$ cat src/rtl/eth_phy_10g_rx_link_ctrl_pkg.sv
// Shared types and helpers for the 10G RX link controller.
// State encodings are visible to the bench through this package.
package eth_phy_10g_rx_link_ctrl_pkg;

  localparam int STATE_W = 3;

  typedef enum logic [STATE_W-1:0] {
    ST_IDLE      = 3'd0,
    ST_RESET     = 3'd1,
    ST_WAIT_LOCK = 3'd2,
    ST_STABLE    = 3'd3,
    ST_UP        = 3'd4,
    ST_FAULT     = 3'd5
  } link_state_e;

  function automatic int max3(input int a, input int b, input int c);
    int m;
    m = (a > b) ? a : b;
    return (m > c) ? m : c;
  endfunction

endpackage

$ cat src/rtl/eth_phy_10g_rx_link_ctrl_if.sv
// Status/control bundle between the link controller and its user.
// slave = controller side, master = driver of cfg and monitor inputs.
interface eth_phy_10g_rx_link_ctrl_if #(
  parameter int MAX_RETRIES = 3,
  parameter int CNT_WIDTH   = 16
);
  localparam int RW = $clog2(MAX_RETRIES + 1);

  logic                 cfg_enable;
  logic                 rx_block_lock;
  logic                 rx_high_ber;
  logic                 serdes_rx_reset_req;
  logic                 link_up;
  logic                 link_fault;
  logic [2:0]           link_state;
  logic [RW-1:0]        retry_count;
  logic [CNT_WIDTH-1:0] link_down_count;

  modport master (
    output cfg_enable, rx_block_lock, rx_high_ber,
    input  serdes_rx_reset_req, link_up, link_fault,
    input  link_state, retry_count, link_down_count
  );

  modport slave (
    input  cfg_enable, rx_block_lock, rx_high_ber,
    output serdes_rx_reset_req, link_up, link_fault,
    output link_state, retry_count, link_down_count
  );
endinterface

$ cat src/rtl/eth_phy_10g_sat_counter.sv
// Saturating up-counter with synchronous clear.
// Holds at all-ones instead of wrapping.
module eth_phy_10g_sat_counter #(
  parameter int WIDTH = 16
) (
  input  logic             clk,
  input  logic             rst,
  input  logic             inc,
  input  logic             clr,
  output logic [WIDTH-1:0] count
);
  logic [WIDTH-1:0] count_q, count_d;

  always_comb begin
    count_d = count_q;
    if (clr)
      count_d = '0;
    else if (inc && (count_q != '1))
      count_d = count_q + WIDTH'(1);
  end

  always_ff @(posedge clk or posedge rst) begin
    if (rst) count_q <= '0;
    else     count_q <= count_d;
  end

  assign count = count_q;
endmodule

$ cat src/rtl/eth_phy_10g_rx_link_ctrl.sv
// RX link bring-up controller: SERDES reset sequencing, lock
// qualification, link_up declaration and retry/fault supervision.
module eth_phy_10g_rx_link_ctrl
  import eth_phy_10g_rx_link_ctrl_pkg::*;
#(
  parameter int RESET_CYCLES  = 4,
  parameter int LOCK_TIMEOUT  = 1024,
  parameter int STABLE_CYCLES = 128,
  parameter int MAX_RETRIES   = 3,
  parameter int CNT_WIDTH     = 16
) (
  input  logic rx_clk,
  input  logic rx_rst,
  eth_phy_10g_rx_link_ctrl_if.slave bus
);
  localparam int RW = $clog2(MAX_RETRIES + 1);
  localparam int TW =
    $clog2(max3(RESET_CYCLES, LOCK_TIMEOUT, STABLE_CYCLES) + 1);

  localparam logic [TW-1:0] RST_LAST = TW'(RESET_CYCLES - 1);
  localparam logic [TW-1:0] LT_LAST  = TW'(LOCK_TIMEOUT - 1);
  localparam logic [TW-1:0] STB_LAST = TW'(STABLE_CYCLES - 1);
  localparam logic [RW-1:0] MAX_R    = RW'(MAX_RETRIES);

  link_state_e   state_q, state_d;
  logic [TW-1:0] timer_q, timer_d;
  logic [RW-1:0] retry_q, retry_d;
  logic          req_q, req_d;
  logic          up_q, up_d;
  logic          fault_q, fault_d;
  logic          clean;
  logic          down_inc;

  assign clean = bus.rx_block_lock & ~bus.rx_high_ber;

  always_comb begin
    state_d = state_q;
    retry_d = retry_q;
    timer_d = (timer_q == '1) ? timer_q : timer_q + TW'(1);
    if (!bus.cfg_enable) begin
      state_d = ST_IDLE;
      retry_d = '0;
    end else begin
      unique case (state_q)
        ST_IDLE: state_d = ST_RESET;
        ST_RESET: begin
          if (timer_q == RST_LAST) state_d = ST_WAIT_LOCK;
        end
        ST_WAIT_LOCK: begin
          // lock beats a coincident timeout
          if (bus.rx_block_lock) begin
            state_d = ST_STABLE;
          end else if (timer_q == LT_LAST) begin
            retry_d = retry_q + RW'(1);
            state_d = (retry_d == MAX_R) ? ST_FAULT : ST_RESET;
          end
        end
        ST_STABLE: begin
          if (!clean) begin
            state_d = ST_WAIT_LOCK;
          end else if (timer_q == STB_LAST) begin
            state_d = ST_UP;
            retry_d = '0;
          end
        end
        ST_UP: begin
          if (!clean) state_d = ST_WAIT_LOCK;
        end
        ST_FAULT: state_d = ST_FAULT;
        default:  state_d = ST_IDLE;
      endcase
    end
    if (!bus.cfg_enable || (state_d != state_q)) timer_d = '0;
    req_d   = (state_d == ST_RESET);
    up_d    = (state_d == ST_UP);
    fault_d = (state_d == ST_FAULT);
  end

  assign down_inc = (state_q == ST_UP) && (state_d != ST_UP);

  always_ff @(posedge rx_clk or posedge rx_rst) begin
    if (rx_rst) begin
      state_q <= ST_IDLE;
      timer_q <= '0;
      retry_q <= '0;
      req_q   <= 1'b0;
      up_q    <= 1'b0;
      fault_q <= 1'b0;
    end else begin
      state_q <= state_d;
      timer_q <= timer_d;
      retry_q <= retry_d;
      req_q   <= req_d;
      up_q    <= up_d;
      fault_q <= fault_d;
    end
  end

  eth_phy_10g_sat_counter #(.WIDTH(CNT_WIDTH)) u_down_cnt (
    .clk   (rx_clk),
    .rst   (rx_rst),
    .inc   (down_inc),
    .clr   (1'b0),
    .count (bus.link_down_count)
  );

  assign bus.serdes_rx_reset_req = req_q;
  assign bus.link_up             = up_q;
  assign bus.link_fault          = fault_q;
  assign bus.link_state          = state_q;
  assign bus.retry_count         = retry_q;
endmodule
$ cat src/flat_wrapper.sv
// flat-port wrapper written by rule: the top's interface ports become plain ports
module eth_phy_10g_rx_link_ctrl_flat import eth_phy_10g_rx_link_ctrl_pkg::*;
#(
  parameter int RESET_CYCLES  = 4,
  parameter int LOCK_TIMEOUT  = 1024,
  parameter int STABLE_CYCLES = 128,
  parameter int MAX_RETRIES   = 3,
  parameter int CNT_WIDTH     = 16
)
  (rx_clk, rx_rst, bus_cfg_enable, bus_rx_block_lock, bus_rx_high_ber, bus_serdes_rx_reset_req, bus_link_up, bus_link_fault, bus_link_state, bus_retry_count, bus_link_down_count);
  eth_phy_10g_rx_link_ctrl_if #(.MAX_RETRIES(MAX_RETRIES), .CNT_WIDTH(CNT_WIDTH)) bus_i ();
  input  logic rx_clk;
  input  logic rx_rst;
  input wire logic [$bits(bus_i.cfg_enable)-1:0] bus_cfg_enable;
  input wire logic [$bits(bus_i.rx_block_lock)-1:0] bus_rx_block_lock;
  input wire logic [$bits(bus_i.rx_high_ber)-1:0] bus_rx_high_ber;
  output wire logic [$bits(bus_i.serdes_rx_reset_req)-1:0] bus_serdes_rx_reset_req;
  output wire logic [$bits(bus_i.link_up)-1:0] bus_link_up;
  output wire logic [$bits(bus_i.link_fault)-1:0] bus_link_fault;
  output wire logic [$bits(bus_i.link_state)-1:0] bus_link_state;
  output wire logic [$bits(bus_i.retry_count)-1:0] bus_retry_count;
  output wire logic [$bits(bus_i.link_down_count)-1:0] bus_link_down_count;
  assign bus_i.cfg_enable = bus_cfg_enable;
  assign bus_i.rx_block_lock = bus_rx_block_lock;
  assign bus_i.rx_high_ber = bus_rx_high_ber;
  assign bus_serdes_rx_reset_req = bus_i.serdes_rx_reset_req;
  assign bus_link_up = bus_i.link_up;
  assign bus_link_fault = bus_i.link_fault;
  assign bus_link_state = bus_i.link_state;
  assign bus_retry_count = bus_i.retry_count;
  assign bus_link_down_count = bus_i.link_down_count;
  eth_phy_10g_rx_link_ctrl #(.RESET_CYCLES(RESET_CYCLES), .LOCK_TIMEOUT(LOCK_TIMEOUT), .STABLE_CYCLES(STABLE_CYCLES), .MAX_RETRIES(MAX_RETRIES), .CNT_WIDTH(CNT_WIDTH)) u_core (.rx_clk(rx_clk), .rx_rst(rx_rst), .bus(bus_i));
endmodule
$ cat config.mk
export PLATFORM = sky130hd
export DESIGN_NAME = eth_phy_10g_rx_link_ctrl_flat
export DESIGN_NICKNAME = d
export VERILOG_FILES = /design/src/rtl/eth_phy_10g_rx_link_ctrl_pkg.sv /design/src/rtl/eth_phy_10g_rx_link_ctrl_if.sv /design/src/rtl/eth_phy_10g_sat_counter.sv /design/src/rtl/eth_phy_10g_rx_link_ctrl.sv /design/src/flat_wrapper.sv
export SDC_FILE = /design/constraint.sdc
export NUM_CORES = 1
export LEC_CHECK = 0
export ABC_AREA = 1
export CELL_PAD_IN_SITES_DETAIL_PLACEMENT = 0
export CELL_PAD_IN_SITES_GLOBAL_PLACEMENT = 1
export CORE_MARGIN = 1
export CORE_UTILIZATION = 25
export CTS_CLUSTER_DIAMETER = 200
export DETAILED_ROUTE_END_ITERATION = 8
export PLACE_DENSITY = 0.65
export SLEW_MARGIN = 20
export SYNTH_ARGS = -nofsm -noshare
export SYNTH_HDL_FRONTEND = slang
export SYNTH_SLANG_ARGS = --single-unit
$ cat constraint.sdc
create_clock -name rx_clk -period 2.2 [get_ports rx_clk]
set_clock_uncertainty 0.05 [all_clocks]
set_input_delay 0.22 -clock rx_clk [delete_from_list [all_inputs] [get_ports rx_clk]]
set_output_delay 0.22 -clock rx_clk [all_outputs]
set_load 0.01 [all_outputs]
==> results.yml, run 1 <==
run_status:
  status: "completed"
synth:
  yosys.area_share.simple_pct: 36.5
  synth_seq_cells: 35
  synth_compound_area_share_pct: 5.45
  syn_inst: 294
  netlist_area_um2: 2180
  synth-adder-area-share_pct: 1.72
  synth_cell_types: 30
  synth_xor_area_share_pct: 6.03
  synth_fp_nets: 302
  ys_warn_count: 0
  yosysSeqAreaShare_pct: 40.2
  muxShareOfSynthArea_pct: 0
  synth_top_family_by_area: "simple AND/OR/NAND/NOR gates"
  syn_area_per_cell_um2: 7.41
placed_design:
  pre_cts_ws_ps: 83.8
  dp_hpwl_um: 3720
  io_buffers: 28
  place.gp.congestion: 0.834
setup_path:
  critical_path_class: "reg -> reg"
  rr_worst_depth: 13
  cp_max_fo: 20
  arrival_ps: 2150
  worst_setup_path_end_kind: "register"
  critPathLaunchType: "register"
  required_ps: 2320
timing:
  tightest_slew_ps: 458
  fmax_mhz: 494
  hold_violations: 0
  rsz0062_at_grt: "no"
  layout_setup_ws_ps: 177
  fin_tns_setup_ps: 0
  fin_crit_sh_pct: 91.9
  maxSlewHeadroom_pct: 69.5
  slew_violations: 0
  fin_crit_ps: 2020
  setup_viol: 0
global_routing:
  grt_pass1_vias: 2053
  grt_start_max_net_pins: 36
  grt.overflow.total: 0
  grt_pass1_wl_um: 9400
  track_usage_pct: 13.1
  grt_antenna_before_repair: 0
clock_network:
  clk_pin_slew_ps: 80
  cts_made_buffers: 5
  htree_levels: 2
  cts_root_buffer: "clkbuf_8"
  max-clock-path-buffers: 2
  cts_tree: "yes"
  cts_num_sinks: 35
  clk_latency_ps: 290
finish:
  area_delta_synth_final_pct: 24.2
  nNetsFinal: 338
  n_fill_cell: 906
  diodes: 0
  drive_gt1_share_pct: 10.9
worst_hold_path:
  hold_path_class: "in -> async"
detailed_routing:
  vias_per_cell: 4.50
  via_count: 1963
  drt.antenna.violating_nets: 0
  drc: 0
  drt_iter0_markers: 89
  firstDrtPassIters: 6
  routed_wl_um: 5140
  wire_per_inst_um: 11.8
power:
  peakVddDrop_mv: 0.157
  p_leak_nw: 1.24
  pwr_density_cell_nw_per_um2: 446
die:
  die_x_um: 95.4
  ioPinCount: 29
  die_h_um: 95.4
  rows: 33
  core_area_um2: 8340
  dieArea_um2: 9100
  initial_core_util_pct: 26.1
run:
  maxCapViolCount: 0
-- repair_timing --
action | CTS | global route
setup endpoints to repair | 0 | 15
hold buffers | 0 | 0
setup buffers | 0 | 0
hold endpoints to repair | 0 | 0
gates resized for setup | 0 | 1
-- final timing paths --
check                           slack (ps)                          end                  startpoint
worst max register to register         180   u_core.u_down_cnt.count[3]           u_core.timer_q[0]
worst min-delay path                   280    u_core.bus.retry_count[1]                      rx_rst
worst min register to register         490   u_core.u_down_cnt.count[4]  u_core.u_down_cnt.count[4]
max in group asynchronous             1490  u_core.u_down_cnt.count[15]                      rx_rst
min in group rx_clk                    490   u_core.u_down_cnt.count[4]  u_core.u_down_cnt.count[4]
worst max-delay path                   180   u_core.u_down_cnt.count[3]           u_core.timer_q[0]
-- placed cells by master (no fill, tap or decap) --
cell             count
clkdlybuf4s50_1     28
nor2_2               6
xor2_1              12
nand2_8              1
buf_12               1
inv_1               41
dfrtp_1             35
a21oi_1              5
o21bai_1             1
xnor2_1              3
clkinv_1             1
a21oi_2              1
inv_2                3
nand4_1             20
nor3b_1              1
clkinv_2             2
nand3_4              1
nand3_2              5
clkbuf_8             5
ha_1                 3
nor2_1              29
nor2_4               1
o21ai_0             14
buf_4                5
clkbuf_1             2
nand2_1             72
a21boi_1             1
nand3_1             19
nand2_2              4
nor3_1               8
nor3_2               1
-- registers in the layout (all words and copies together) (netlist names) --
name                            flops
u_core.bus.link_up                  1
u_core.bus.link_state               3
u_core.u_down_cnt.count            16
u_core.bus.link_fault               1
u_core.timer_q                     11
u_core.bus.serdes_rx_reset_req      1
u_core.bus.retry_count              2
-- through the flow --
stage                     hold WS [ps]  instances  power, W  util (%)  area [um^2]
after floorplan                    293        294  0.000722         -         2180
after global placement             473        427  0.000764      31.2         2610
after detailed placement           477        427  0.000764      31.2         2610
after CTS                          297        435   0.00123      32.2         2690
after global routing               334        436   0.00127      32.4         2710
final                              278        436   0.00121      32.4         2710
-- kinds of logic (layout without fill, tap and decap cells) --
family | Yosys count | after routing
fa+ha+maj | 3 | 3
compound gates | 22 | 22
simple gates | 167 | 168
flops | 35 | 35
xor+xnor | 15 | 15
buf+inv | 52 | 88
-- power by group --
part	switching [W]	internal [W]
Combinational	0.0000542	0.0000387
Clock	0.000235	0.000223
Sequential	0.00000713	0.000650
-- layout make-up --
cell class	count	area (um^2)	area share, %
multi-input cells	208	1110	40.9
flip-flops and latches	35	876	32.4
repair buffers	34	338	12.5
inverters	46	174	6.43
well taps	105	131	4.85
clock buffers	7	76.3	2.82
clock inverters	1	5.00	0.185
-- synthesized netlist by cell type, drive strengths merged --
cell type	number	share of area (%)
nand2	77	14
inv	44	7.6
nor2	36	7.2
dfrtp	35	40
nand3	24	7.0
nand4	20	5.7
o21ai	14	3.2
xor2	12	4.8
nor3	9	2.1
a21oi	6	1.5
buf	5	2.0
ha	3	1.7
xnor2	3	1.2
clkinv	2	0.40
a21boi	1	0.34
clkbuf	1	0.17
nor3b	1	0.34
o21bai	1	0.34
-- critical path: stages, from the launching register on --
cell      delay (ps)
dfrtp_1          390
ha_1             250
nand3_2          130
inv_2             70
nand3_2          100
clkinv_1          70
nand2_1           60
nand3_2           90
nand2_2          100
clkinv_2         110
nand2_8          160
nand3_2          190
nand2_1          100
nand2_1           50
-- per-layer routing --
| layer | routed length (um) | track usage (%) | up-vias | part of all wire [%] |
|---|---|---|---|---|
| met5 | 0 | 0 | - | 0 |
| met3 | 199 | 3.75 | 6 | 3.9 |
| li1 | - | - | 1011 | - |
| met1 | 2480 | 17.1 | 906 | 48 |
| met2 | 2410 | 20.5 | 40 | 47 |
| met4 | 57 | 4.98 | 0 | 1.1 |
No activity file was read; power rests on OpenSTA's default activity.
==> inputs of run 2 (changes only) <==
CORE_MARGIN = 2   (was 1)
==> run 2 against run 1 <==
Against the previous run: count of clock-buffer cells in the layout is 2 lower; sequential share of layout area is 0.54 points lower; routed wire length is 3.9% higher; utilization is 0.42 points lower; first-iteration DRC count is 22% lower; non-clock buffer count is 2 higher; sequential power hardly changed; clock power is 9.2% higher; die area is 4.2% higher; largest cell class unchanged; combinational power is 0.8% higher.
==> results.yml, run 2 (same netlist as run 1, synthesis figures left out) <==
clock_network:
  cts_hold_buf: 0
  htree_levels: 2
  cts_setup_buffers: 0
  cts_num_sinks: 35
  cts_tree: "yes"
  cts_root_buffer: "clkbuf_8"
  cts_made_buffers: 5
  max-clock-path-buffers: 2
  clk_pin_slew_ps: 80
  clk_latency_ps: 300
detailed_routing:
  drt_iter0_markers: 69
  routed_wl_um: 5340
  drt.antenna.violating_nets: 0
  via_count: 1964
  vias_per_cell: 4.45
  wire_per_inst_um: 12.1
  firstDrtPassIters: 4
  drc: 0
setup_path:
  required_ps: 2340
  critPathLaunchType: "register"
  rr_endpoint: "u_core.u_down_cnt.count[14]"
  worst_setup_path_end_kind: "register"
  rr_worst_depth: 13
  critical_path_class: "reg -> reg"
  r2r_slack_ps: 200
  arrival_ps: 2140
  rr_startpoint: "u_core.timer_q[0]"
  cp_max_fo: 20
die:
  die_h_um: 97.4
  dieArea_um2: 9480
  initial_core_util_pct: 25.4
  die_x_um: 97.4
  core_area_um2: 8590
  rows: 34
  ioPinCount: 29
global_routing:
  grt_pass1_wl_um: 9120
  track_usage_pct: 11.7
  grt_pass1_vias: 1971
  grt_antenna_before_repair: 0
  grt_start_max_net_pins: 36
  grt.overflow.total: 0
finish:
  fin_area_um2: 2750
  nNetsFinal: 340
  largest_register_ff_count: 16
  diodes: 0
  drive_gt1_share_pct: 12.0
  area_delta_synth_final_pct: 26.3
  final_common_cell: "nand2_1"
  n_fill_cell: 957
  register_area_um2: 876
  mostFrequentLayoutCells: "nand2_1, inv_1, dfrtp_1"
  fin_util_pct: 32.0
  multi_input_area_um2: 1110
placed_design:
  place.gp.congestion: 0.814
  placed_cell_area_um2: 2640
  io_buffers: 28
  dp_hpwl_um: 3850
timing:
  tightest_slew_ps: 466
  hold_violations: 0
  fin_crit_sh_pct: 90.8
  slew_violations: 0
  fin_crit_ps: 2000
  setup_viol: 0
  fin_tns_setup_ps: 0
  fmax_mhz: 501
  rsz0062_at_grt: "no"
  maxSlewHeadroom_pct: 68.9
power:
  p_int_w: 0.000910
  seqPwrFrac_pct: 52.6
  pwr_density_cell_nw_per_um2: 455
  pwr-share-clk_pct: 39.9
  switchingPower_w: 0.000342
  swShare_pct: 27.3
  total_power_w: 0.00125
  peakVddDrop_mv: 0.232
  p_comb_share_pct: 7.5
  p_leak_nw: 1.26
run_status:
  status: "completed"
worst_hold_path:
  hold_path_class: "in -> async"
run:
  maxCapViolCount: 0
-- run 2: worst max-delay path by stage --
stage | startpoint | endpoint | slack, ps | depth (start not counted)
finish | u_core.timer_q[0] | u_core.u_down_cnt.count[14] | 200 | 13
CTS | u_core.timer_q[0] | u_core.u_down_cnt.count[14] | 90 | 13
global placement | bus_rx_block_lock | u_core.u_down_cnt.count[3] | 120 | 12
global route | u_core.timer_q[0] | u_core.u_down_cnt.count[14] | 20 | 13
floorplan | u_core.timer_q[0] | u_core.u_down_cnt.count[2] | 420 | 14
detailed placement | bus_rx_block_lock | u_core.u_down_cnt.count[11] | 50 | 12
-- run 2: critical path: stages, from the launching register on --
cell and delay [ps]:
dfrtp_1 400, ha_1 250, nand3_2 120, inv_2 70, nand3_2 100, clkinv_1 70, nand2_1 70, nand3_2 80
nand2_2 90, clkinv_2 110, nand2_8 170, nand3_4 150, nand2_1 100, nand2_1 50
-- run 2: through the flow --
step                      hold WS (ps)  cells  setup WS (ps)
after detailed placement           465    432           49.4
after floorplan                    293    294            420
after CTS                          290    440           86.4
after global routing               306    441           23.7
after global placement             464    432            125
final                              271    441            203
-- run 2: timing repair --
| action | in CTS | in global routing |
|---|---|---|
| setup endpoints to repair | 0 | 15 |
| gates resized for setup | 0 | 2 |
| endpoints found under the hold margin | 0 | 0 |
-- run 2: area by class of cell --
class                      count  area share, %
clock buffer                   5           2.50
clock inverter                 3          0.727
inverter                      46           6.32
multi-input combinational    208           40.5
sequential                    35           31.8
tap                          108           4.91
timing repair buffer          36           13.3
-- run 2: power groups by stage --
stage	logic [W]	clock network [W]	registers, W
2_1_floorplan	0.0000505	0	0.000672
3_3_place_gp	0.0000941	0	0.000671
3_5_place_dp	0.0000940	0	0.000670
4_1_cts	0.0000942	0.000515	0.000658
5_1_grt	0.000106	0.000557	0.000659
6_report	0.0000936	0.000500	0.000658
-- run 2: layer usage --
layer  up-vias  wire length [um]  global-route usage (%)
li1       1018                 -                       -
met1       902              2720                    15.4
met2        35              2380                    18.9
met3         9               180                    3.31
met4         0                59                    3.21
met5         -                 0                       0
